===== src/rtl/mul_acc_pkg.sv =====
// Shared types and constants for the shift-and-add multiply-accumulate unit.
package mul_acc_pkg;

  typedef enum logic [1:0] {
    IDLE = 2'd0,
    LOAD = 2'd1,
    ITER = 2'd2,
    DONE = 2'd3
  } state_e;

  localparam int DEF_WIDTH = 4;
  localparam int DEF_CNT_W = $clog2(DEF_WIDTH + 1);

endpackage


===== src/rtl/mul_acc_dp.sv =====
// Datapath: accumulator, shifting multiplicand/multiplier and iteration down-counter.
module mul_acc_dp
  import mul_acc_pkg::*;
#(
  parameter int WIDTH = DEF_WIDTH
) (
  input  logic               clk_i,
  input  logic               rst_i,
  input  logic               load_i,
  input  logic               step_i,
  input  logic [WIDTH-1:0]   a_i,
  input  logic [WIDTH-1:0]   b_i,
  input  logic [WIDTH-1:0]   c_i,
  output logic [2*WIDTH-1:0] acc_nxt_o,
  output logic               last_o
);

  localparam int CNT_W = $clog2(WIDTH + 1);

  logic [2*WIDTH-1:0] acc_q, acc_d;
  logic [2*WIDTH-1:0] mcand_q, mcand_d;
  logic [WIDTH-1:0]   mplier_q, mplier_d;
  logic [CNT_W-1:0]   cnt_q, cnt_d;

  always_comb begin
    acc_d    = acc_q;
    mcand_d  = mcand_q;
    mplier_d = mplier_q;
    cnt_d    = cnt_q;
    if (load_i) begin
      acc_d    = {{WIDTH{1'b0}}, c_i};
      mcand_d  = {{WIDTH{1'b0}}, a_i};
      mplier_d = b_i;
      cnt_d    = CNT_W'(WIDTH);
    end else if (step_i) begin
      // Sum cannot exceed 2^(2W) - 2^W, so the accumulator never wraps.
      if (mplier_q[0]) begin
        acc_d = acc_q + mcand_q;
      end
      mcand_d  = mcand_q << 1;
      mplier_d = mplier_q >> 1;
      cnt_d    = cnt_q - CNT_W'(1);
    end
  end

  always_ff @(posedge clk_i) begin
    if (rst_i) begin
      acc_q    <= '0;
      mcand_q  <= '0;
      mplier_q <= '0;
      cnt_q    <= '0;
    end else begin
      acc_q    <= acc_d;
      mcand_q  <= mcand_d;
      mplier_q <= mplier_d;
      cnt_q    <= cnt_d;
    end
  end

  // Exposed so the result register can capture the final iteration directly.
  assign acc_nxt_o = acc_d;
  assign last_o    = (cnt_q == CNT_W'(1));

endmodule


===== src/rtl/mul_acc.sv =====
// Multiply-accumulate P = A*B + C; states: IDLE wait start | LOAD seed datapath |
// ITER one shift-add per cycle | DONE P and done visible for one cycle.
module mul_acc
  import mul_acc_pkg::*;
#(
  parameter int WIDTH = DEF_WIDTH
) (
  input  logic               CLK,
  input  logic               rst,
  input  logic               start,
  input  logic [WIDTH-1:0]   A,
  input  logic [WIDTH-1:0]   B,
  input  logic [WIDTH-1:0]   C,
  output logic               busy,
  output logic               done,
  output logic [2*WIDTH-1:0] P,
  output logic               zero
);

  state_e state_q, state_d;

  logic [WIDTH-1:0]   a_q, a_d;
  logic [WIDTH-1:0]   b_q, b_d;
  logic [WIDTH-1:0]   c_q, c_d;
  logic [2*WIDTH-1:0] p_q, p_d;
  logic               done_q, done_d;

  logic               dp_load;
  logic               dp_step;
  logic               dp_last;
  logic [2*WIDTH-1:0] acc_nxt;

  always_comb begin
    state_d = state_q;
    a_d     = a_q;
    b_d     = b_q;
    c_d     = c_q;
    p_d     = p_q;
    done_d  = 1'b0;
    dp_load = 1'b0;
    dp_step = 1'b0;
    unique case (state_q)
      IDLE: begin
        if (start) begin
          state_d = LOAD;
          a_d     = A;
          b_d     = B;
          c_d     = C;
        end
      end
      LOAD: begin
        dp_load = 1'b1;
        state_d = ITER;
      end
      ITER: begin
        dp_step = 1'b1;
        // P and done are registered together so both appear in the DONE cycle.
        if (dp_last) begin
          state_d = DONE;
          p_d     = acc_nxt;
          done_d  = 1'b1;
        end
      end
      DONE: begin
        state_d = IDLE;
      end
      default: begin
        state_d = IDLE;
      end
    endcase
  end

  always_ff @(posedge CLK) begin
    if (rst) begin
      state_q <= IDLE;
      a_q     <= '0;
      b_q     <= '0;
      c_q     <= '0;
      p_q     <= '0;
      done_q  <= 1'b0;
    end else begin
      state_q <= state_d;
      a_q     <= a_d;
      b_q     <= b_d;
      c_q     <= c_d;
      p_q     <= p_d;
      done_q  <= done_d;
    end
  end

  mul_acc_dp #(
    .WIDTH(WIDTH)
  ) u_dp (
    .clk_i    (CLK),
    .rst_i    (rst),
    .load_i   (dp_load),
    .step_i   (dp_step),
    .a_i      (a_q),
    .b_i      (b_q),
    .c_i      (c_q),
    .acc_nxt_o(acc_nxt),
    .last_o   (dp_last)
  );

  assign busy = (state_q == LOAD) || (state_q == ITER);
  assign done = done_q;
  assign P    = p_q;
  assign zero = (p_q == '0);

endmodule

===== config.mk =====
export PLATFORM = sky130hd
export DESIGN_NAME = mul_acc
export DESIGN_NICKNAME = d
export VERILOG_FILES = /design/src/rtl/mul_acc_pkg.sv /design/src/rtl/mul_acc_dp.sv /design/src/rtl/mul_acc.sv
export SDC_FILE = /design/constraint.sdc
export NUM_CORES = 1
export LEC_CHECK = 0
export ABC_AREA = 1
export CORE_ASPECT_RATIO = 1.5
export CORE_MARGIN = 5
export CORE_UTILIZATION = 55
export DETAILED_ROUTE_END_ITERATION = 7
export GPL_ROUTABILITY_DRIVEN = 0
export MAX_ROUTING_LAYER = met4
export PLACE_DENSITY = 0.82
export SLEW_MARGIN = 20
export SYNTH_ARGS = -nofsm -noshare
export SYNTH_HDL_FRONTEND = slang
export SYNTH_SLANG_ARGS = --single-unit

===== constraint.sdc =====
create_clock -name CLK -period 3.6 [get_ports CLK]
set_clock_uncertainty 0.1 [all_clocks]
set_input_delay 0.36 -clock CLK [delete_from_list [all_inputs] [get_ports CLK]]
set_output_delay 0.36 -clock CLK [all_outputs]
set_load 0.02 [all_outputs]

==> flow_summary.ini, run 1 <==
[logic_synthesis]
synth_seq_cells = 46
yosys_most_used_dff = dfxtp_1
ys_seq_area_share_pct = 40.44
synthArstFlopShare_pct = 0
yosysMostFrequentCell = nand2_1
ys_types = 36
synth.top_cells.by_area = dfxtp_1 40%, nand2_1 9.1%, ha_1 7.1%, inv_1 7.1%, nor2_1 7.1%
postSynthCellCount = 309
syn_area_per_cell_um2 = 7.370
syn-cell-area_mm2 = 0.002277
ys_warn_count = 0
yosysTopAreaCell = dfxtp_1
netlist_top_cells_count = 55 x nand2_1, 46 x dfxtp_1, 43 x inv_1, 43 x nor2_1, 23 x o21ai_0
syn_nets = 338
synth_top_area_share_pct = 40.44
synth_edf_count = 0

[global_route]
grt_pass1_vias = 1895
grt_max_degree = 28
grt_pass1_wl_mm = 7.859
grt_overflow_total = 0
track_usage_pct = 18.08
antenna_found_initial = 0

[critical_path]
critical_path_class = reg -> out
cp_max_fo = 13
worst_path_max_delay_cell = clkdlybuf4s50_1
path_buf_inv = 2
critical-path-top-delay-family = buffers and inverters
critPathLaunchType = flip-flop
crit_required_ps = 3140
path_cells = inv_1, ha_1, clkdlybuf4s50_1
cpPeakStageDelay_ps = 680
arrival_ps = 1920
cp-end-kind = primary output

[clock_network]
clock-sinks = 46
post_cts_resized = 0
clk_path_buf_depth = 2
path_clk_slew_ps = 80
cts_inserted_buffers = 5
cts_tree = built
htreeDepth = 2
cts_setup_buffers = 0
insertion_delay_ps = 300
postCtsHoldBufs = 0
cts-root-buf = clkbuf_8

[sta]
slew_headroom_pct = 55.30
fin_crit_sh_pct = 66.14
setup_violations = 0
fmaxAchievable_mhz = 420.0
maxSlewViolCount = 0
worst_pin_slew_ps = 670.6
grt_setup_unrepaired = no
finalSetupTns_ps = 0
hold_viol = 0
period_needed_ps = 2381

[routing]
wl_per_cell_um = 11.77
drc = 0
final_antenna_net_count = 0
dr.pass1.iters = 4
drt_wl_total_mm = 4.438
drt_iter0_drc = 95
via_count = 1949
vias_per_cell = 5.170

[final_layout]
insertedDiodeCount = 0
final_nets = 360
synthToLayoutAreaGrowth_pct = 14.56
final_layout_size_suffix_gt1_share_pct = 5.422
design_area_mm2 = 0.002609

[run]
drv_cap = 0

[worst_hold_path]
hold_path.class = reg -> reg

[floorplan]
coreArea_mm2 = 0.003994
num_rows = 28
die_w_um = 62.54
initial_core_util_pct = 57.02
dieArea_mm2 = 0.005553
io-pin-count = 26
die_h_um = 88.81

[power_and_ir_drop]
p_leak_nw = 1.148
p_per_area_mw_per_mm2 = 621.7
peakVddDrop_v = 0.0005312

[run_status]
status = complete, no violations

[placed_design]
dp_hpwl_mm = 3.254
io_buffers = 25
place_area_mm2 = 0.002517
per-layer routing:
metal / GRT usage (%) / vias up / routed length (µm) / share of wire (%)
met2: 31.79 / 36 / 2293 / 52
met3: 3.177 / 10 / 139 / 3.1
met4: 11.00 / 0 / 94 / 2.1
li1: - / 1032 / - / -
met1: 18.75 / 871 / 1910 / 43
met5: - / - / 0 / 0
worst paths after layout:
kind | slack [ps] | cells past startpoint | from | endpoint
hold reg to reg | 350 | 2 | a_q[2] | a_q[2]
setup / recovery | 1220 | 3 | state_q[0] | busy
hold / removal | 350 | 2 | a_q[2] | a_q[2]
setup reg to reg | 1600 | 7 | state_q[1] | P[2]
metrics by stage:
step | util (%) | total power [mW] | hold WS (ps) | instances | setup WS (ps)
6_report | 65.32 | 1.622 | 353.8 | 377 | 1219
4_1_cts | 65.32 | 1.639 | 355.8 | 377 | 1200
3_3_place_gp | 63.03 | 1.287 | 340.1 | 369 | 1319
3_5_place_dp | 63.03 | 1.306 | 344.8 | 369 | 1165
5_1_grt | 65.32 | 1.751 | 378.0 | 377 | 1106
2_1_floorplan | - | 1.155 | 323.9 | 309 | 1902
sequential cells by signal, summed over array words and instances, names as in the netlist:
signal,count
P,8
u_dp.acc_q,8
u_dp.mcand_q,8
a_q,4
b_q,4
c_q,4
u_dp.mplier_q,4
u_dp.cnt_q,3
state_q,2
done,1
worst min-delay path, stage by stage (launching register included):
cell,delay [ps]
dfxtp_1,320
inv_1,50
a21oi_1,50
report_power, final:
group	leakage, nW	switching, mW	internal, mW
Combinational	0.725	0.419	0.223
Sequential	0.375	0.0492	0.606
Clock	0.0482	0.169	0.155
Total	1.15	0.638	0.984
final cells by class:
cell class / count / area [µm²]
Clock inverter: 1 / 5.005
Timing Repair Buffer: 25 / 250.2
Clock buffer: 7 / 86.33
Multi-Input combinational cell: 205 / 1105
Sequential cell: 46 / 920.9
Fill cell: 353 / 1385
Tap cell: 45 / 56.30
Inverter: 48 / 185.2
cell families (layout without fill, tap and decap cells):
logic type               after synthesis  after routing  share of synthesized area, %
AND/OR/NAND/NOR                      125            125                         23.02
AO/OA/AOI/OAI                         64             64                         16.70
buffers and inverters                 58             81                         11.04
flip-flops                            46             46                         40.44
adder cells (fa/ha/maj)               14             14                         8.022
XOR/XNOR                               2              2                        0.7694
layout by cell type, fill, tap and decap left out, drive strengths merged, types with 3 or more instances in the layout:
cell type	synthesis	routed
clkdlybuf4s50	0	25
nand2	56	56
ha	13	13
o211ai	6	6
nand3	17	17
o21ai	26	26
inv	47	47
or2	3	3
dfxtp	46	46
nor2	44	44
a21oi	23	23
clkbuf	2	7
No activity file was read; power rests on OpenSTA's default activity.
==> run 2: changes to the inputs <==
Settings changed: CORE_UTILIZATION 55 to 50, PLACE_DENSITY 0.82 to 0.79.
Clock period 3.6 ns to 2.05 ns, I/O delays scaled along.
==> run 2 against run 1 <==
Effect of this change:
- sequential power up 75%
- critical path depth up 9
- flip-flop and latch count did not move
- worst setup slack worse by 1000 ps
- die area rose by 8.6%
- cell count up 2.1%
- first-iteration DRC count shrank 48%
- non-clock buffer count rose by 6
- clock-buffer cell count unchanged
- utilization shrank 6.0 points
- global-route usage shrank 1.5 points
- critical path type is now reg -> reg
- largest cell class unchanged
- largest power group is now combinational logic
==> flow_summary.ini, run 2 (synthesis results as in run 1) <==
[critical_path]
critical_path_class = reg -> reg
crit_path_end = P[6]
r2r-end = P[6]
cp-end-kind = flip-flop
ff2ff_path_depth = 12
r2r_slack_ps = 190
startpoint = u_dp.mcand_q[0]
arrival_ps = 1990
crit_required_ps = 2180
cp_max_fo = 3
r2r_start = u_dp.mcand_q[0]
critPathLaunchType = flip-flop

[power_and_ir_drop]
p_int_mw = 1.743
p_sw_mw = 1.120
p_leak_nw = 1.180
p_comb_share_pct = 41.9
peakVddDrop_v = 0.0006265
p_per_area_mw_per_mm2 = 1081
pwr-share-seq_pct = 40.3
swShare_pct = 39.12
p_clk_share_pct = 17.8

[final_layout]
final_layout_size_suffix_gt1_share_pct = 6.528
insertedDiodeCount = 0
final_nets = 366
final_util_pct = 59.27
synthToLayoutAreaGrowth_pct = 16.26
final_common_cell = nand2_1
mostFrequentLayoutCells = 55 x nand2_1, 46 x dfxtp_1, 43 x inv_1, 43 x nor2_1
design_area_mm2 = 0.002648

[clock_network]
clk_path_buf_depth = 2
path_clk_slew_ps = 80
cts_tree = built
post_cts_resized = 0
clock-sinks = 46
insertion_delay_ps = 290
cts_setup_buffers = 0
htreeDepth = 2
cts-root-buf = clkbuf_8
cts_inserted_buffers = 5
postCtsHoldBufs = 0

[global_route]
grt_pass1_wl_mm = 7.776
grt_max_degree = 27
grt_overflow_total = 0
grt_pass1_vias = 1851
antenna_found_initial = 0
track_usage_pct = 16.62

[sta]
slew_headroom_pct = 71.54
finalSetupTns_ps = 0
hold_viol = 0
maxSlewViolCount = 0
fin_crit_sh_pct = 90.63
period_needed_ps = 1858
worst_pin_slew_ps = 427.0
fmaxAchievable_mhz = 538.2
setup_violations = 0
grt_setup_unrepaired = no

[routing]
via_count = 1982
drc = 0
dr.pass1.iters = 4
wl_per_cell_um = 11.81
drt_wl_total_mm = 4.545
vias_per_cell = 5.148
drt_iter0_drc = 49
final_antenna_net_count = 0

[floorplan]
die_h_um = 92.66
die_w_um = 65.10
dieArea_mm2 = 0.006032
io-pin-count = 26
initial_core_util_pct = 50.98
coreArea_mm2 = 0.004467
num_rows = 30

[worst_hold_path]
hold_path.class = reg -> reg

[placed_design]
place_area_mm2 = 0.002566
io_buffers = 25
dp_hpwl_mm = 3.516

[run_status]
status = complete, no violations

[run]
drv_cap = 0
run 2: cell types whose count changed in the layout (fill, tap and decap cells not counted), sizes merged:
cell / delta
buf: +6
clkdlybuf4s50: -2
dlymetal6s2s: +2
clkinv: -1
run 2: metrics by stage:
step	hold slack, ps	cells	total power [mW]	setup WS (ps)
CTS	352.2	385	2.899	9.293
global placement	335.6	378	2.348	275.5
finish	354.6	385	2.863	192.0
floorplan	183.5	309	2.029	352.1
global route	366.8	385	3.093	19.83
detailed placement	340.3	378	2.387	211.9
run 2: power groups by stage:
stage	clock [mW]	sequential (mW)	combinational, mW
CTS	0.523	1.15	1.22
finish	0.508	1.15	1.20
global route	0.560	1.17	1.36
detailed placement	0	1.17	1.21
global placement	0	1.17	1.18
floorplan	0	1.17	0.864
run 2: layout make-up:
cell class	count	area [µm²]
Tap cell	48	60.06
Clock buffer	7	76.32
Timing Repair Buffer	31	300.3
Inverter	48	185.2
Fill cell	404	1819
Sequential cell	46	920.9
Multi-Input combinational cell	205	1105
run 2: worst min-delay path by stage:
| stage | start | end | slack (ps) | depth (start not counted) |
|---|---|---|---|---|
| 6_report | a_q[2] | a_q[2] | 350 | 2 |
| 2_1_floorplan | rst | state_q[0] | 180 | 1 |
| 3_3_place_gp | a_q[2] | a_q[2] | 340 | 2 |
| 3_5_place_dp | a_q[2] | a_q[2] | 340 | 2 |
| 4_1_cts | a_q[2] | a_q[2] | 350 | 2 |
| 5_1_grt | a_q[2] | a_q[2] | 370 | 2 |
run 2: routing by layer:
metal | vias to the layer above | track usage (%) | part of all wire, %
li1 | 1047 | - | -
met4 | 0 | 6.747 | 1.8
met5 | - | - | 0
met3 | 10 | 3.277 | 3.2
met2 | 33 | 29.97 | 52
met1 | 892 | 17.41 | 43
run 2: critical path, cell delays in order (launching register included):
cell and delay [ps]:
dfxtp_1 360, ha_1 200, inv_1 60, fa_1 360
inv_1 80, nand2_1 70, nand2_1 80, nand3b_1 110
nand2_1 80, nand2_1 50, nand3_1 60, nand2_1 70
a21oi_1 120
==> run 3: changes to the inputs <==
Settings changed: CTS_BUF_LIST set to sky130_fd_sc_hd__clkbuf_4 sky130_fd_sc_hd__clkbuf_8 sky130_fd_sc_hd__clkbuf_16.
==> run 3 against run 2 <==
Effect of this change:
- clock power grew 5.9%
- maximum frequency hardly changed
- total power rose by 1.3%
- wire length rose by 0.84%
- critical path type unchanged
- largest power group unchanged
- highest routed layer unchanged
==> flow_summary.ini, run 3 (synthesis results as in run 1) <==
[run_status]
status = complete, no violations

[sta]
fin_crit_sh_pct = 90.63
hold_viol = 0
finalSetupTns_ps = 0
grt_setup_unrepaired = no
fmaxAchievable_mhz = 538.2
period_needed_ps = 1858
worst_pin_slew_ps = 433.2
maxSlewViolCount = 0
setup_violations = 0
slew_headroom_pct = 71.12

[final_layout]
mostFrequentLayoutCells = 55 x nand2_1, 46 x dfxtp_1, 43 x inv_1, 43 x nor2_1
final_layout_size_suffix_gt1_share_pct = 7.122
synthToLayoutAreaGrowth_pct = 16.59
finalNonFillerCells = 385
final_common_cell = nand2_1
multi_input_area_mm2 = 0.001105
insertedDiodeCount = 0
regArea_um2 = 920.9
nFillCells = 403
final_nets = 366

[routing]
drt_iter0_drc = 52
via_count = 1982
wl_per_cell_um = 11.90
dr.pass1.iters = 4
drc = 0
vias_per_cell = 5.148
final_antenna_net_count = 0
drt_wl_total_mm = 4.583

[floorplan]
dieArea_mm2 = 0.006032
initial_core_util_pct = 50.98
io-pin-count = 26
coreArea_mm2 = 0.004467
num_rows = 30
die_w_um = 65.10
die_h_um = 92.66

[power_and_ir_drop]
peakVddDrop_v = 0.0006316
p_leak_nw = 1.187
p_per_area_mw_per_mm2 = 1092

[global_route]
grt_max_degree = 27
grt_pass1_wl_mm = 7.845
antenna_found_initial = 0
grt_overflow_total = 0
track_usage_pct = 16.87
grt_pass1_vias = 1856

[clock_network]
htreeDepth = 2
cts-root-buf = clkbuf_8
post_cts_resized = 0
path_clk_slew_ps = 80
clock-sinks = 46
clk_path_buf_depth = 2
cts_inserted_buffers = 5
cts_setup_buffers = 0
cts_tree = built
insertion_delay_ps = 290
postCtsHoldBufs = 0

[critical_path]
arrival_ps = 1990
cp_max_fo = 3
critPathLaunchType = flip-flop
crit_required_ps = 2180
cp-end-kind = flip-flop
critical_path_class = reg -> reg

[placed_design]
io_buffers = 25
dp_hpwl_mm = 3.516
dp_cells = 378

[worst_hold_path]
hold_path.class = reg -> reg

[run]
drv_cap = 0
[run 3: cell count changes in the layout (fill, tap and decap cells not counted)]
cell / before / now
clkbuf_4: 0 / 2
clkbuf_1: 2 / 0
[run 3: cell type report]
| class | count | share of cell area (%) |
|---|---|---|
| timing repair buffer | 31 | 11.31 |
| clock buffer | 7 | 3.157 |
| sequential | 46 | 34.68 |
| inverter | 48 | 6.975 |
| tap | 48 | 2.262 |
| multi-input combinational | 205 | 41.61 |
[run 3: critical path, cell delays in order, from the launching register on]
cell      delay, ps
dfxtp_1         360
ha_1            200
inv_1            60
fa_1            360
inv_1            80
nand2_1          70
nand2_1          80
nand3b_1        110
nand2_1          80
nand2_1          50
nand3_1          60
nand2_1          70
a21oi_1         120
[run 3: final timing paths]
check,start,end,slack (ps),depth (start not counted)
setup / recovery,u_dp.mcand_q[0],P[6],190,12
hold reg to reg,a_q[2],a_q[2],350,2
setup reg to reg,u_dp.mcand_q[0],P[6],190,12
hold / removal,a_q[2],a_q[2],350,2
[run 3: where the power goes]
group	total [mW]	switching, mW	internal [mW]
clock	0.538	0.276	0.261
sequential	1.15	0.0893	1.07
combinational	1.21	0.765	0.443
total	2.90	1.13	1.77
[run 3: stage by stage]
step	util, %	cell area [µm²]	total power, mW	setup WS (ps)	hold slack (ps)
2_1_floorplan	-	2277	2.029	352.1	183.5
3_3_place_gp	57.45	2566	2.348	275.5	335.6
3_5_place_dp	57.45	2566	2.387	211.9	340.3
4_1_cts	59.33	2650	2.930	5.597	352.2
5_1_grt	59.44	2655	3.131	19.83	366.8
6_report	59.44	2655	2.900	192.0	350.3
[run 3: per-layer routing]
layer | routed length, µm | global-route usage [%] | up-vias | part of all wire (%)
met5 | 0 | - | - | 0
li1 | - | - | 1048 | -
met2 | 2356 | 30.06 | 31 | 51
met4 | 119 | 7.785 | 0 | 2.6
met1 | 1990 | 17.63 | 892 | 43
met3 | 117 | 3.277 | 11 | 2.6
